## config.mk

```make
export PLATFORM = sky130hd
export DESIGN_NAME = serial_adder
export DESIGN_NICKNAME = d
export VERILOG_FILES = /design/src/rtl/serial_adder.sv
export SDC_FILE = /design/constraint.sdc
export NUM_CORES = 1
export LEC_CHECK = 0
export CAP_MARGIN = 40
export CORE_MARGIN = 5
export CORE_UTILIZATION = 45
export DETAILED_ROUTE_END_ITERATION = 12
export PLACE_DENSITY = 0.75
export SETUP_SLACK_MARGIN = 0.3
export SLEW_MARGIN = 20
export SYNTH_ARGS = -nofsm -noshare
export SYNTH_HDL_FRONTEND = slang
export SYNTH_HIERARCHICAL = 1
export SYNTH_SLANG_ARGS = --single-unit
```

## constraint.sdc

```tcl
create_clock -name clk -period 1.25 [get_ports clk]
set_clock_uncertainty 0.15 [all_clocks]
set_input_delay 0.25 -clock clk [delete_from_list [all_inputs] [get_ports clk]]
set_output_delay 0.25 -clock clk [all_outputs]
set_load 0.1 [all_outputs]
```

## src/rtl/serial_adder.sv

```systemverilog
// serial_adder: bit-serial WIDTH-bit adder that sequences one FullAdder cell, LSB first.
// Optional carry-in port enabled by defining SERIAL_ADDER_CIN_EN.
`default_nettype none

module FullAdder (
  input  logic i1,
  input  logic i2,
  input  logic ic,
  output logic sum,
  output logic carry
);
  assign sum   = i1 ^ i2 ^ ic;
  assign carry = (i1 & i2) | (i1 & ic) | (i2 & ic);
endmodule

module serial_adder #(
  parameter int WIDTH = 8
) (
  input  logic             clk,
  input  logic             rst_n,
  input  logic             in_valid,
  output logic             in_ready,
  input  logic [WIDTH-1:0] a,
  input  logic [WIDTH-1:0] b,
`ifdef SERIAL_ADDER_CIN_EN
  input  logic             cin,
`endif
  output logic             out_valid,
  input  logic             out_ready,
  output logic [WIDTH-1:0] sum,
  output logic             cout
);

  localparam int CW = $clog2(WIDTH + 1);
  localparam logic [CW-1:0] LAST_BIT = CW'(WIDTH - 1);

  localparam logic [1:0] IDLE = 2'd0;
  localparam logic [1:0] RUN  = 2'd1;
  localparam logic [1:0] DONE = 2'd2;

  logic [1:0]       r_state;
  logic [WIDTH-1:0] r_a_sh;
  logic [WIDTH-1:0] r_b_sh;
  logic [WIDTH-1:0] r_sum_sh;
  logic             r_carry_q;
  logic [CW-1:0]    r_cnt;

  logic             w_fa_sum;
  logic             w_fa_carry;
  logic             w_cin;
  logic [WIDTH-1:0] w_sum_next;

`ifdef SERIAL_ADDER_CIN_EN
  assign w_cin = cin;
`else
  assign w_cin = 1'b0;
`endif

  FullAdder u_fa (
    .i1    (r_a_sh[0]),
    .i2    (r_b_sh[0]),
    .ic    (r_carry_q),
    .sum   (w_fa_sum),
    .carry (w_fa_carry)
  );

  // New sum bit enters at the MSB; after WIDTH shifts bit 0 lands at sum[0].
  generate
    if (WIDTH == 1) begin : g_one_bit
      assign w_sum_next = w_fa_sum;
    end else begin : g_multi_bit
      assign w_sum_next = {w_fa_sum, r_sum_sh[WIDTH-1:1]};
    end
  endgenerate

  assign in_ready  = (r_state == IDLE);
  assign out_valid = (r_state == DONE);
  assign sum       = r_sum_sh;
  assign cout      = r_carry_q;

  always_ff @(posedge clk or negedge rst_n) begin
    if (!rst_n) begin
      r_state   <= IDLE;
      r_a_sh    <= '0;
      r_b_sh    <= '0;
      r_sum_sh  <= '0;
      r_carry_q <= 1'b0;
      r_cnt     <= '0;
    end else begin
      case (r_state)
        IDLE: begin
          if (in_valid) begin
            r_a_sh    <= a;
            r_b_sh    <= b;
            r_carry_q <= w_cin;
            r_sum_sh  <= '0;
            r_cnt     <= '0;
            r_state   <= RUN;
          end
        end
        RUN: begin
          r_a_sh    <= r_a_sh >> 1;
          r_b_sh    <= r_b_sh >> 1;
          r_sum_sh  <= w_sum_next;
          r_carry_q <= w_fa_carry;
          r_cnt     <= r_cnt + CW'(1);
          if (r_cnt == LAST_BIT) begin
            r_state <= DONE;
          end
        end
        DONE: begin
          if (out_ready) begin
            r_state <= IDLE;
          end
        end
        default: r_state <= IDLE;
      endcase
    end
  end

endmodule

`default_nettype wire

```

-- Word-level counts from Yosys, hierarchy flattened
Cells that the tools add are included.
- flip-flop bits (word level): 31
- input bits: 20
- output and inout bits: 11
- word-level logic and storage cells: 38
- add/sub/neg operators: 1
- equality and inequality tests: 6
- muxes and demuxes: 14
- bitwise gates (word level): 7
- reductions and logical operators: 4
- operators with widths (kind ; number):
    $pmux 8 s2 ; 3
    $mux 8 ; 3
    $pmux 4 s2 ; 1
    $mux 2 ; 3
    $pmux 2 s3 ; 1
    $add 4x1->4 const B ; 1
    $eq 4x3->1 const B ; 1
    $mux 4 ; 1
    $ne 2x2->1 const B ; 2
    $and 1x1->1 ; 3
    $reduce_and 3->1 ; 1
    $eq 2x1->1 const B ; 1
    $eq 2x2->1 const B ; 1
    $logic_not 2->1 ; 1
    $ne 2x1->1 const B ; 1
    $or 1x1->1 ; 2
    $pmux 1 s2 ; 1
    $reduce_and 2->1 ; 1
    $reduce_bool 2->1 ; 1
    $xor 1x1->1 ; 2
    $mux 1 ; 1

-- Depth between registers and ports, before layout
- word-level depth: 4
- depth in mapped cells: 5
- depth with buffers taken out: 4

-- By module
Netlist, hierarchy kept.
- modules (own cells, without submodules) (module ; instances ; cells an instance ; area an instance (um^2) ; sequential area each (um^2)):
    serial_adder ; 1 ; 137 ; 1450.1 ; 775.7
    FullAdder ; 1 ; 1 ; 20.0 ; 0.0

-- Worst setup path after synthesis
OpenSTA, ideal clock, no wires.
- path kind: reg-to-reg
- start point: register r_state[1]
- end point: register r_state[1]
- library setup time: 0.070 ns
- arrival time: 2.249 ns
- required time: 1.030 ns
- slack: -1.219 ns
- stages on the path, launching flop included: 4
- path buffers: 1
- clock period less this slack: 2.469 ns
- path through: dfrtp_1 -> buf_2 -> nor2b_1 -> a22o_1
- cells in the longest elaborated chain, start to end: 3
- elaborated cells between the ends (all ways): 8
- those cells by class: 5 x eq/ne; 1 x mux; 2 x reduce/logical
- ends and longest elaborated chain (item ; line ; source):
    start, declared ; 41 ; logic [1:0] r_state;
    start signal, assigned ; 83 ; r_state <= IDLE;
    start signal, assigned ; 98 ; r_state <= RUN;
    start signal, assigned ; 108 ; r_state <= DONE;
    $eq 2x2->1 * ; -- ;
    named net out_valid ; 28 ; output logic out_valid,
    $ne 2x1->1 (no source line) ; -- ;
    $reduce_and 3->1 (no source line) ; -- ;
Mark *: on every way through the listed nets, which the timed path passes. The rest lies on a longest branch.
A chain may end at the register's enable or synchronous reset.

-- Final worst setup path
- start point: register r_state[0]
- end point: output port out_valid
- cells in the longest elaborated chain, start to end: 1
- ends and longest elaborated chain (item ; line ; source):
    $eq 2x2->1 ; 77 ; assign out_valid = (r_state == DONE);
    end, declared ; 28 ;
Every way passes these cells.

==> results_dict.tcl <==
set metrics [dict create \
    dr.pass1.iters 4 \
    drv_cap 0 \
    coreArea_um2 3100 \
    die-area_um2 4510 \
    min_period_ns 1.64 \
    numCtsBuffers 5 \
    yosysWarningCount 6 \
    post-route-util_pct 78.8 \
    clk_pin_slew_ns 0.10 \
    antenna_found_initial 0 \
    die_h_um 67.2 \
    violations "negative setup slack" \
    worst_pin_slew_ns 0.415 \
    max-clock-path-buffers 2 \
    path_cells "buf_12, nor2b_4, buf_12" \
    grt_pass1_vias 1449 \
    finalCritPeriodShare_pct 131 \
    final_nets 224 \
    fmax_mhz 611 \
    via_count 1411 \
    row_count 20 \
    yosys.area.top_type "dfrtp_1" \
    synth_area_per_cell_um2 10.7 \
    end_kind "output pin" \
    drtIter0Drc 121 \
    cts_hold_buf 0 \
    h-tree-depth 2 \
    synthesis.nets 160 \
    grt_overflow 0 \
    cp_slowest_cell "dfrtp_2" \
    worstReg2RegEnd "sum[7]" \
    n_fill_cell 195 \
    max-vdd-ir-drop_v 0.00138 \
    final_antenna_net_count 0 \
    worstPathRequired_ns 0.85 \
    arrival_ns 1.24 \
    grt_max_degree 32 \
    crit_path_frequent_cell "buf_12" \
    place_inst 219 \
    ys_types 23 \
    layout.cells.non_filler 247 \
    place_congestion 0.768 \
    path_class "reg2out" \
    slew_headroom_pct 72.3 \
    cts_tree "done" \
    p_leak_nw 1.07 \
    synthArstFlopShare_pct 100 \
    synth_top_area_share_pct 52.8 \
    drive_above_1_share_pct 43.8 \
    crit_start "r_state[0]" \
    synthesis.area_um2 1470 \
    cts_root_buffer "clkbuf_4" \
    reg2reg_from "cout" \
    wire_per_inst_um 16.8 \
    hold_viol_final 0 \
    power_density_nw_per_um2 2550 \
    n_antenna_cell 0 \
    hp-class "in2async" \
    drc 0 \
    insertion_delay_ns 0.34 \
    ys_ff_latch 31 \
    synth.area.top_cells "dfrtp_1 53%, a22oi_1 7.7%, a22o_1 7.1%" \
    critPathLaunchType "flop" \
    dp_hpwl_um 2560 \
    rrSetupSlack_ns -0.22 \
    grt_util_all_layers_pct 20.4 \
    finalSetupTns_ns -7.23 \
    setup_viol 42 \
    rsz0062_at_grt "yes" \
    critPathCapture "out_valid" \
    syn_inst 138 \
    die_x_um 67.2 \
    synth_edf_count 0 \
    worst_slack_ns -0.387 \
    synth_ff_type "dfrtp_1" \
    port_buffers 30 \
    rr_worst_depth 3 \
    viasPerCell 5.71 \
    dpl_worst_slack_ns -0.545 \
    ys_seq_area_share_pct 52.8 \
    grt_pass1_wl_um 6780 \
    start_util_pct 47.4 \
    slowest_delay_ns 0.46 \
    cts_sinks 31 \
    wl_um 4140 \
    status "finished, violations left" \
    worstPathMaxFanout 4 \
    drv_slew 0 \
    syn_to_final_growth_pct 66.4 \
    num_io_pins 31 \
]
-- critical path, delay by kind of cell (launching register included) --
family	cells	cell delay, ns
and+or+nand+nor	1	0.13
buffers and inverters	2	0.32
DFF	1	0.46
-- timing repair --
item | CTS | global route
pin swaps | 11 | 0
gates resized for setup | 34 | 5
cloned | 4 | 0
setup buffers | 14 | 2
setup endpoints to repair | 42 | 42
-- worst min path at each step --
stage,from,end,slack [ns],cells past startpoint
after detailed placement,r_a_sh[7],r_a_sh[7],0.36,2
after floorplan,rst_n,r_a_sh[0],-0.20,0
final,rst_n,sum[0],0.13,2
after CTS,rst_n,sum[0],0.13,2
after global routing,rst_n,sum[2],0.14,2
after global placement,r_b_sh[7],r_b_sh[7],0.35,2
-- cell families (layout without fill, tap and decap cells) --
logic type	count (synthesis)	in the layout	synth area share (%)
mux	1	1	0.766
compound gates	63	64	27.7
buf+inv	12	76	5.02
fa+ha+maj	2	2	2.21
flops	31	31	52.8
simple gates	29	29	11.6
-- sequential cells by signal, summed over array words and instances, names as in the netlist --
signal / flops
r_a_sh: 8
r_state: 2
r_cnt: 4
r_b_sh: 8
cout: 1
sum: 8
-- where the power goes --
| part | internal (mW) | switching, mW | total, mW |
|---|---|---|---|
| logic | 1.80 | 1.96 | 3.77 |
| registers | 1.46 | 0.396 | 1.86 |
| clock network | 0.272 | 0.336 | 0.608 |
-- layout by cell type, fill, tap and decap left out --
| cell type | count |
|---|---|
| nand3_1 | 1 |
| a22oi_2 | 8 |
| a22oi_1 | 7 |
| buf_4 | 21 |
| a21oi_1 | 14 |
| ha_2 | 1 |
| a21oi_2 | 3 |
| and2_4 | 1 |
| nand2b_4 | 1 |
| fa_2 | 1 |
| clkdlybuf4s50_1 | 18 |
| and2b_1 | 6 |
| nor2_1 | 2 |
| clkbuf_8 | 1 |
| clkinv_2 | 1 |
| buf_12 | 13 |
| o31ai_1 | 1 |
| nor2b_4 | 3 |
| nor2_4 | 1 |
| dfrtp_2 | 2 |
| dfrtp_4 | 9 |
| o21bai_4 | 2 |
| dfrtp_1 | 20 |
| nand2_1 | 4 |
| clkbuf_4 | 5 |
| o21ai_1 | 16 |
| dlygate4sd2_1 | 1 |
| clkbuf_1 | 1 |
| nor2b_1 | 10 |
| inv_1 | 1 |
| buf_6 | 14 |
| o21ai_2 | 1 |
| mux2_4 | 1 |
| a22o_1 | 12 |
-- through the flow --
stage	hold WS [ns]	instance area, µm²	total power [mW]
after detailed placement	0.355	2090	4.93
after global routing	0.138	2450	6.53
after CTS	0.133	2410	6.13
after floorplan	-0.196	1570	3.81
after global placement	0.350	2090	4.79
final	0.126	2450	6.24
-- synthesized netlist by cell type, drive strengths merged, types with 2 or more instances --
master,number
a22oi,15
o21ai,17
clkbuf,2
a22o,12
nand2,4
dfrtp,31
a21oi,17
and2b,6
buf,9
nor2,3
nor2b,13
-- area by class of cell --
class | count | area (µm²) | share of cell area, %
clock buffer | 7 | 55.1 | 2.25
sequential | 31 | 812 | 33.2
multi-input combinational | 96 | 751 | 30.7
clock inverter | 1 | 5.00 | 0.205
tap | 44 | 55.1 | 2.25
timing repair buffer | 67 | 764 | 31.3
inverter | 1 | 3.75 | 0.153
-- metal layers --
layer  vias up  track usage (%)  wire [µm]
met5         -                0          0
met4         0             8.86        121
met3        14             4.83        338
met2        70             33.9       2000
met1       695             25.3       1680
li1        632                -          -
(Power assumes the default switching activity.)
